`src/rtl/jtag_pkg.sv`:
```
// Shared TAP state encoding, instruction codes and IR capture pattern.
// Optional IDCODE support is selected with `define JTAG_TAP_IDCODE_EN.
package jtag_pkg;

    typedef enum logic [3:0] {
        TLR, RTI,
        SEL_DR, CAP_DR, SH_DR, EX1_DR, PA_DR, EX2_DR, UPD_DR,
        SEL_IR, CAP_IR, SH_IR, EX1_IR, PA_IR, EX2_IR, UPD_IR
    } tap_state_e;

    typedef enum logic [2:0] {
        OP_EXTEST, OP_SAMPLE, OP_IDCODE, OP_MBIST, OP_DEBUG, OP_BYPASS
    } instr_e;

    localparam logic [3:0] INSTR_EXTEST         = 4'b0000;
    localparam logic [3:0] INSTR_SAMPLE_PRELOAD = 4'b0001;
    localparam logic [3:0] INSTR_IDCODE         = 4'b0010;
    localparam logic [3:0] INSTR_MBIST          = 4'b1000;
    localparam logic [3:0] INSTR_DEBUG          = 4'b1001;

    localparam logic [1:0]  IR_CAPTURE_PATTERN = 2'b01;
    localparam logic [31:0] IDCODE_VAL_DEFAULT = 32'h1180_0001;

endpackage

```
`src/rtl/jtag_tap_fsm.sv`:
```
// 16-state TAP controller with registered Moore strobes.
// Strobes are decoded from the next state so they line up with state_q.
module jtag_tap_fsm
    import jtag_pkg::*;
(
    input  logic tck_i,
    input  logic rst_i,
    input  logic tms_i,
    output logic tlr_next_o,
    output logic tlr_o,
    output logic capture_dr_o,
    output logic shift_dr_o,
    output logic pause_dr_o,
    output logic update_dr_o,
    output logic capture_ir_o,
    output logic shift_ir_o,
    output logic update_ir_o
);

    tap_state_e state_q, state_d;

    always_comb begin
        state_d = state_q;
        case (state_q)
            TLR:     state_d = tms_i ? TLR    : RTI;
            RTI:     state_d = tms_i ? SEL_DR : RTI;
            SEL_DR:  state_d = tms_i ? SEL_IR : CAP_DR;
            CAP_DR:  state_d = tms_i ? EX1_DR : SH_DR;
            SH_DR:   state_d = tms_i ? EX1_DR : SH_DR;
            EX1_DR:  state_d = tms_i ? UPD_DR : PA_DR;
            PA_DR:   state_d = tms_i ? EX2_DR : PA_DR;
            EX2_DR:  state_d = tms_i ? UPD_DR : SH_DR;
            UPD_DR:  state_d = tms_i ? SEL_DR : RTI;
            SEL_IR:  state_d = tms_i ? TLR    : CAP_IR;
            CAP_IR:  state_d = tms_i ? EX1_IR : SH_IR;
            SH_IR:   state_d = tms_i ? EX1_IR : SH_IR;
            EX1_IR:  state_d = tms_i ? UPD_IR : PA_IR;
            PA_IR:   state_d = tms_i ? EX2_IR : PA_IR;
            EX2_IR:  state_d = tms_i ? UPD_IR : SH_IR;
            UPD_IR:  state_d = tms_i ? SEL_DR : RTI;
            default: state_d = TLR;
        endcase
    end

    assign tlr_next_o = rst_i | (state_d == TLR);

    always_ff @(posedge tck_i) begin
        if (rst_i) begin
            state_q      <= TLR;
            tlr_o        <= 1'b1;
            capture_dr_o <= 1'b0;
            shift_dr_o   <= 1'b0;
            pause_dr_o   <= 1'b0;
            update_dr_o  <= 1'b0;
            capture_ir_o <= 1'b0;
            shift_ir_o   <= 1'b0;
            update_ir_o  <= 1'b0;
        end else begin
            state_q      <= state_d;
            tlr_o        <= (state_d == TLR);
            capture_dr_o <= (state_d == CAP_DR);
            shift_dr_o   <= (state_d == SH_DR);
            pause_dr_o   <= (state_d == PA_DR);
            update_dr_o  <= (state_d == UPD_DR);
            capture_ir_o <= (state_d == CAP_IR);
            shift_ir_o   <= (state_d == SH_IR);
            update_ir_o  <= (state_d == UPD_IR);
        end
    end

endmodule

```
`src/rtl/jtag_tap_ctrl.sv`:
```
// TAP controller top: IR, BYPASS, optional IDCODE and TDO return mux.
// Define JTAG_TAP_IDCODE_EN to build the IDCODE register.
module jtag_tap_ctrl
    import jtag_pkg::*;
#(
    parameter int unsigned IR_LEN     = 4,
    parameter logic [31:0] IDCODE_VAL = IDCODE_VAL_DEFAULT
) (
    input  logic tck_i,
    input  logic rst_i,
    input  logic tms_i,
    input  logic tdi_i,
    output logic tdo_o,
    output logic tdo_oe_o,
    output logic test_logic_reset_o,
    output logic capture_dr_o,
    output logic shift_dr_o,
    output logic pause_dr_o,
    output logic update_dr_o,
    output logic extest_select_o,
    output logic sample_preload_select_o,
    output logic mbist_select_o,
    output logic debug_select_o,
    input  logic bs_chain_tdo_i,
    input  logic mbist_tdo_i,
    input  logic debug_tdo_i
);

`ifdef JTAG_TAP_IDCODE_EN
    localparam logic [IR_LEN-1:0] RESET_INSTR = IR_LEN'(INSTR_IDCODE);
`else
    localparam logic [IR_LEN-1:0] RESET_INSTR = '1;
`endif

    logic tlr_next, capture_ir, shift_ir, update_ir;
    logic [IR_LEN-1:0] ir_shift_q, ir_shift_d;
    logic [IR_LEN-1:0] ir_active_q, ir_active_d;
    logic bypass_q, bypass_d;
    instr_e op;

    jtag_tap_fsm u_fsm (
        .tck_i        (tck_i),
        .rst_i        (rst_i),
        .tms_i        (tms_i),
        .tlr_next_o   (tlr_next),
        .tlr_o        (test_logic_reset_o),
        .capture_dr_o (capture_dr_o),
        .shift_dr_o   (shift_dr_o),
        .pause_dr_o   (pause_dr_o),
        .update_dr_o  (update_dr_o),
        .capture_ir_o (capture_ir),
        .shift_ir_o   (shift_ir),
        .update_ir_o  (update_ir)
    );

    // Unlisted codes fall through to BYPASS.
    function automatic instr_e decode(input logic [IR_LEN-1:0] code);
        instr_e res;
        res = OP_BYPASS;
        if (code == IR_LEN'(INSTR_EXTEST))
            res = OP_EXTEST;
        if (code == IR_LEN'(INSTR_SAMPLE_PRELOAD))
            res = OP_SAMPLE;
        if (code == IR_LEN'(INSTR_MBIST))
            res = OP_MBIST;
        if (code == IR_LEN'(INSTR_DEBUG))
            res = OP_DEBUG;
`ifdef JTAG_TAP_IDCODE_EN
        if (code == IR_LEN'(INSTR_IDCODE))
            res = OP_IDCODE;
`endif
        return res;
    endfunction

    always_comb begin
        op = decode(ir_active_q);

        ir_shift_d = ir_shift_q;
        if (capture_ir)
            ir_shift_d = IR_LEN'(IR_CAPTURE_PATTERN);
        else if (shift_ir)
            ir_shift_d = {tdi_i, ir_shift_q[IR_LEN-1:1]};

        ir_active_d = ir_active_q;
        if (tlr_next)
            ir_active_d = RESET_INSTR;
        else if (update_ir)
            ir_active_d = ir_shift_q;

        bypass_d = bypass_q;
        if (capture_dr_o)
            bypass_d = 1'b0;
        else if (shift_dr_o && op == OP_BYPASS)
            bypass_d = tdi_i;
    end

    always_ff @(posedge tck_i) begin
        if (rst_i) begin
            ir_shift_q  <= IR_LEN'(IR_CAPTURE_PATTERN);
            ir_active_q <= RESET_INSTR;
            bypass_q    <= 1'b0;
        end else begin
            ir_shift_q  <= ir_shift_d;
            ir_active_q <= ir_active_d;
            bypass_q    <= bypass_d;
        end
    end

`ifdef JTAG_TAP_IDCODE_EN
    logic [31:0] idcode_shift_q, idcode_shift_d;

    always_comb begin
        idcode_shift_d = idcode_shift_q;
        if (capture_dr_o)
            idcode_shift_d = IDCODE_VAL;
        else if (shift_dr_o)
            idcode_shift_d = {tdi_i, idcode_shift_q[31:1]};
    end

    always_ff @(posedge tck_i) begin
        if (rst_i)
            idcode_shift_q <= IDCODE_VAL;
        else
            idcode_shift_q <= idcode_shift_d;
    end
`endif

    always_comb begin
        tdo_o = 1'b0;
        if (shift_ir) begin
            tdo_o = ir_shift_q[0];
        end else if (shift_dr_o) begin
            case (op)
                OP_EXTEST, OP_SAMPLE: tdo_o = bs_chain_tdo_i;
                OP_MBIST:             tdo_o = mbist_tdo_i;
                OP_DEBUG:             tdo_o = debug_tdo_i;
`ifdef JTAG_TAP_IDCODE_EN
                OP_IDCODE:            tdo_o = idcode_shift_q[0];
`endif
                default:              tdo_o = bypass_q;
            endcase
        end
    end

    assign tdo_oe_o                = shift_dr_o | shift_ir;
    assign extest_select_o         = (op == OP_EXTEST);
    assign sample_preload_select_o = (op == OP_SAMPLE);
    assign mbist_select_o          = (op == OP_MBIST);
    assign debug_select_o          = (op == OP_DEBUG);

endmodule

```
`config.mk`:
```
export PLATFORM = sky130hd
export DESIGN_NAME = jtag_tap_ctrl
export DESIGN_NICKNAME = d
export VERILOG_FILES = /design/src/rtl/jtag_pkg.sv /design/src/rtl/jtag_tap_fsm.sv /design/src/rtl/jtag_tap_ctrl.sv
export SDC_FILE = /design/constraint.sdc
export NUM_CORES = 1
export LEC_CHECK = 0
export BUFFER_PORTS_ARGS = -buffer_cell sky130_fd_sc_hd__buf_2
export CORE_ASPECT_RATIO = 1.25
export CORE_UTILIZATION = 45
export DETAILED_ROUTE_END_ITERATION = 10
export GPL_TIMING_DRIVEN = 0
export PLACE_DENSITY_LB_ADDON = 0.25
export SLEW_MARGIN = 20
export SYNTH_ARGS = -nofsm -noshare
export SYNTH_HDL_FRONTEND = slang
export SYNTH_SLANG_ARGS = --single-unit
```
`constraint.sdc`:
```
create_clock -name tck_i -period 1.44 [get_ports tck_i]
set_input_delay 0 -clock tck_i [delete_from_list [all_inputs] [get_ports tck_i]]
set_output_delay 0 -clock tck_i [all_outputs]
set_load 0.01 [all_outputs]
```
# --- Yosys cells after proc, flatten, opt, wreduce, memory -nomap -nowiden ---
# Cells that the tools add are included.
word_totals:
  reg_bits: 21
  latchBits: 0
  ramBits: 0
  mem_bits_ro: 0
  output_inout_bits: 11
  wordCells: 75
  memories: 0
op_classes:
  n_addsub: 0
  n_mul: 0
  n_div: 0
  n_lt_le_gt_ge: 0
  n_eq_ne: 29
  shift: 0
  n_mux: 20
  n_bitwise: 2
  reduce_logical: 12
ops:
  columns: ["op", "count"]
  rows:
  - ["4-bit == test, second input constant", 14]
  - ["4-bit case mux with 12 select lines", 1]
  - ["4-bit by 3-bit == test with 1-bit output, second input constant", 6]
  - ["3-bit two-way mux", 6]
  - ["4-bit two-way mux", 4]
  - ["4-bit by 2-bit == test with 1-bit output, second input constant", 3]
  - ["4-bit logical NOT", 3]
  - ["2-bit OR reduction", 6]
  - ["4-bit by 1-bit == test with 1-bit output, second input constant", 2]
  - ["3-bit == test, second input constant", 2]
  - ["2-bit two-way mux", 3]
  - ["1-bit two-way mux", 5]
  - ["3-bit by 1-bit == test with 1-bit output, second input constant", 1]
  - ["3-bit by 2-bit == test with 1-bit output, second input constant", 1]
  - ["3-bit logical NOT", 1]
  - ["1-bit case mux with 3 select lines", 1]
  - ["3-bit OR reduction", 1]
  - ["1-bit OR", 2]
  - ["1-bit logical AND", 1]

# --- Depth between registers and ports, before layout ---
logic_depth:
  word_depth: 10
  mapped_depth: 5
  ltp_nobuf: 3

# --- Hierarchy ---
# A second synthesis with hierarchy kept.
hier_totals:
  cells_unflattened: 115
  hier_area_um2: 1034.7
modules_own_cells:
  columns: ["mod", "n_inst", "cells_per_inst", "area_per_inst_um2", "seq_area_each_um2"]
  rows:
  - ["jtag_tap_fsm", 1, 69, 606.8, 240.2]
  - ["jtag_tap_ctrl", 1, 46, 427.9, 180.2]

# --- Worst setup path before layout ---
# No wires, ideal clock.
synth_timing:
  kind: "register to register"
  startpoint: "register u_fsm.state_q[3]"
  endpoint: "register u_fsm.state_q[0]"
  setup_time_ps: 67
  t_arrival_ps: 1098
  required_time_ps: 1373
  slack_ps: 275
  stages_incl_launch_ff: 5
  path_buffers: 1
  synth_period_minus_slack_ps: 1165
  path_cell_list: "dfxtp_1 > buf_6 > or4_1 > o221a_2 > a21oi_2"
synth_between:
  elab_chain_cells: 3
synth_rtl:
  columns: ["element", "line_no", "rtl"]
  rows:
  - ["start: declaration", "jtag_tap_fsm.sv:20", "tap_state_e state_q, state_d;"]
  - ["start signal: assignment", "jtag_tap_fsm.sv:59", "state_q <= state_d;"]
  - ["4-bit by 1-bit == test with 1-bit output, or another cell as far along", "jtag_tap_fsm.sv:24", "case (state_q)"]
  - ["3-bit OR reduction (no source line) / 2-bit OR reduction (equally long branches)", null, null]
  - ["4-bit case mux with 12 select lines (*)", "jtag_tap_fsm.sv:24", null]
# Mark *: on every way between the ends. The rest lies on a longest branch, timed or not.
# A chain may end at the register's enable or synchronous reset.

# --- Final worst setup path ---
layout_timing:
  startpoint: "register ir_active_q[1]"
  endpoint: "output tdo_o"
layout_between:
  elab_chain_cells: 10
layout_rtl:
  columns: ["element", "line_no", "rtl"]
  rows:
  - ["start: declaration", "jtag_tap_ctrl.sv:37", "logic [IR_LEN-1:0] ir_active_q, ir_active_d;"]
  - ["start signal: assignment", "jtag_tap_ctrl.sv:104", "ir_active_q <= ir_active_d;"]
  - ["4-bit logical NOT", "jtag_tap_ctrl.sv:60", "if (code == IR_LEN'(INSTR_EXTEST))"]
  - ["3-bit two-way mux", "jtag_tap_ctrl.sv:60", null]
  - ["3-bit two-way mux", "jtag_tap_ctrl.sv:62", "if (code == IR_LEN'(INSTR_SAMPLE_PRELOAD))"]
  - ["3-bit two-way mux", "jtag_tap_ctrl.sv:64", "if (code == IR_LEN'(INSTR_MBIST))"]
  - ["3-bit two-way mux (*)", "jtag_tap_ctrl.sv:66", "if (code == IR_LEN'(INSTR_DEBUG))"]
  - ["3-bit by 1-bit == test with 1-bit output / 3-bit logical NOT (equally long branches)", "jtag_tap_ctrl.sv:133", "case (op)"]
  - ["2-bit OR reduction", "jtag_tap_ctrl.sv:133", null]
  - ["1-bit case mux with 3 select lines (*)", "jtag_tap_ctrl.sv:133", null]
  - ["1-bit two-way mux (*)", "jtag_tap_ctrl.sv:132", "end else if (shift_dr_o) begin"]
  - ["1-bit two-way mux (*)", "jtag_tap_ctrl.sv:130", "if (shift_ir) begin"]
  - ["end: declaration", "jtag_tap_ctrl.sv:13", "output logic tdo_o,"]
# Marked as above.

==> impl_results.md <==
- CP required: 1440 ps
- Transition at the pin with the smallest max-transition slack: 481.1 ps
- Number of enable-type register cells in the synthesized netlist: 0
- Number of warnings reported in the yosys synthesis log: 0
- Final routed wirelength across all metal layers: 2.046 mm
- Site row count: 18
- Critical path's top delay family: simple AND/OR/NAND/NOR gates
- Failing checks: setup timing
- WS Path Type: flip-flop to output pin
- Height of the die: 54.70 um
- Via density per instance: 5.703
- Effective utilization at floorplan: 0.4932
- Critical Path Start: ir_active_q[1]$_SDFFE_PP1P_
- Clock tree buffer depth: 2
- Pin count of the biggest net entering global routing: 13
- Tot Pwr: 1034 uW
- Post-Layout Inst Area: 1185 um^2
- Syn_nets: 119
- Register bit count reported by yosys: 21
- Detailed Route Iter0 Violations: 10
- Post-Syn Area per Cell: 8.926 um^2
- Total DRC errors in the routed layout: 0
- Setup WS pre-CTS: 159.6 ps
- Critical Path Start Type: flip-flop
- Input/output buffers: 16
- Type of the most critical hold path: input port to flip-flop
- Distinct cell type count after synthesis: 36
- Most used flip-flop cell after synthesis: dfxtp_1
- Period minus WS final: 1461 ps
- Arrival @ worst endpoint: 1460 ps
- Hold wc startpoint: tdi_i
- Netlist area before placement: 999.7 um^2
- Number of fill cells in the layout: 185
- Registers with the highest flip-flop counts: ir_active_q x4, ir_shift_q x4, u_fsm.state_q x4
- Seq/Total Area, Yosys: 0.4205
- Timing-limited maximum frequency: 0.6844 GHz
- Buffer cell driving the clock tree root: clkbuf_4
- Fraction of layout instances using a drive strength above 1: 0.3037
- Grt ovf: 0
- Total number of nets in the final design: 143
- HPWL after DPL: 1.494 mm
- Critical Path Slowest Stage Cell: or4_4
- Run status: finished, violations left
- Clock slew seen by the registers of the worst setup and hold paths: 120 ps
- CP max FO: 2
- RSZ-0062 raised after global routing: true
- Hold Violations, Final: 0
- Nature of the critical path endpoint: output pin
- Cell Chain, Critical Path: or4_4 -> o2111ai_2 -> o21ai_1 -> buf_2
- Share of flip-flops with an asynchronous set or reset: 0
- Number of vias in the routed layout: 884
- Min setup slack post-route: -21.24 ps
- First drt pass iteration count: 6
- Ratio of total power to cell area: 872.5 nW/um^2
- Number of nets still failing antenna checks after routing: 0
- Number of I/O pins: 18
- Max cap viols: 0
- Mean routed wirelength per cell: 13.20 um
- Post-synthesis cell count: 112
- Global-route usage over all layers: 0.1884
- Final weighted congestion of routability-driven global placement: 0.7834
- Via count of the first global-routing pass: 827
- TritonCTS clock tree: yes
- Reported leakage power: 0.0004703 uW
- Number of max-slew violations in the final report: 0
- Post-place instance area: 1105 um^2
- Worst-case clock skew: 8.944 ps
- Wire length of the first global-routing pass: 3.374 mm
- Floorplan core area: 2027 um^2
- Final count of negative-setup-slack endpoints: 1
- Reg-to-reg critical path startpoint: u_fsm.state_q[3]$_SDFF_PP0_
- Slew Limit Headroom: 0.6793
- Htree depth: 1
- Initial antenna violation count: 0
- Clock buffer count from CTS: 3
- Full die area: 2415 um^2
- Clock latency on the worst-skew pair: 300 ps
- Highest cell delay on the worst timing path: 510 ps
- Sum Neg Setup Slack: -21.24 ps
- Final critical-path share of the clock period: 1.015
- Layout overhead on the synthesized area: 18.52%
- Buf+Inv Stages, Crit Path: 1
- Die outline width: 44.16 um
- Diodes inserted: 0
- Clock sink count: 21
- Largest voltage drop on the vdd net: 553.2 uV
==> placed cells by master (no fill, tap or decap), types with 2 or more instances in the layout <==
cell type | synthesis | layout
and4_1 | 2 | 2
nand3_1 | 2 | 2
dfxtp_1 | 21 | 18
nor2b_1 | 2 | 2
nor4_1 | 3 | 3
clkbuf_4 | 0 | 3
mux2i_1 | 10 | 10
nor3_1 | 6 | 6
inv_1 | 3 | 3
nand2_1 | 10 | 10
a31oi_1 | 3 | 2
o21ai_1 | 3 | 3
a21oi_1 | 3 | 3
nor2_1 | 7 | 6
or2_1 | 2 | 2
nor4b_1 | 2 | 2
dfxtp_4 | 0 | 2
xnor2_1 | 2 | 2
nor3b_1 | 2 | 2
clkbuf_1 | 2 | 2
buf_4 | 0 | 2
and3_1 | 4 | 4
buf_2 | 6 | 22
==> logic make-up (layout without fill, tap and decap cells) <==
logic type	count (synthesis)	in the layout	share of synthesized area
buffers and inverters	15	38	0.07258
AOI/OAI and AO/OA	18	18	0.1352
and+or+nand+nor	45	45	0.2453
xor gates and xnor gates	3	3	0.02629
muxes	10	10	0.1001
DFF	21	21	0.4205
==> final timing paths <==
kind | to | slack, ps | cells after the start
max | tdo_o | -20 | 4
min | ir_shift_q[3]$_SDFFE_PP0P_ | 10 | 3
min reg2reg | bypass_q$_SDFFE_PP0P_ | 430 | 1
max reg2reg | u_fsm.state_q[0]$_SDFF_PP0_ | 190 | 4
==> tightest hold or removal path, cell delays in order <==
cell and delay, ps:
buf_2 90, mux2i_1 60, nor3_1 110
==> timing repair <==
action / 4_1_cts / 5_1_grt
hold endpoints to repair: 1 / 0
hold buffers: 1 / 0
setup endpoints to repair: 1 / 5
cloned: 0 / 0
setup buffers: 2 / 0
resized for setup: 7 / 2
pin swaps: 3 / 0
==> final cells by class <==
cell class	instances	area (um^2)	share of cell area
multi-input cells	76	525.5	0.4435
flip-flops and latches	21	429.2	0.3622
repair buffers	19	105.1	0.08870
plain buffers	11	57.56	0.04857
well taps	20	25.02	0.02112
clock buffers	3	22.52	0.01901
inverters	4	15.01	0.01267
clock inverters	1	5.005	0.004224
==> cells in the mapped netlist (2+ instances only) <==
master    instances  area, um^2
or2_1             2       12.51
nor4_1            3       18.77
nor2b_1           2       12.51
clkbuf_1          2       7.510
nor3_1            6       30.03
a31oi_1           3       18.77
and4_1            2       17.52
mux2i_1          10       100.1
nor3b_1           2       15.01
buf_2             6       30.03
and3_1            4       25.02
xnor2_1           2       17.52
nor2_1            7       26.28
or4_1             2       15.01
inv_1             3       11.26
a21oi_1           3       15.01
nand3_1           2       10.01
o21ai_1           3       15.01
nand2_1          10       37.54
nor4b_1           2       17.52
dfxtp_1          21       420.4
==> stage by stage <==
stage               hold slack [ps]    util  instances
finish                        10.45  0.5846        155
global route                  35.44  0.5846        155
CTS                           9.066  0.5802        155
detailed placement            255.2  0.5451        148
global placement              243.7  0.5451        148
floorplan                     68.86       -        112
==> report_power, final <==
group	switching, uW	internal [uW]	total [uW]	leakage [uW]
combinational	92.7	66.4	159	0.000283
sequential	9.09	591	600	0.000170
clock	171	103	275	0.0000177
==> metal layers <==
layer	global-route usage	part of all wire	up-vias
li1	-	-	448
met1	0.1899	0.41	405
met2	0.3701	0.54	27
met3	0.02310	0.039	4
met4	0.1010	0.015	0
met5	0	0	-
(Power assumes the default switching activity.)
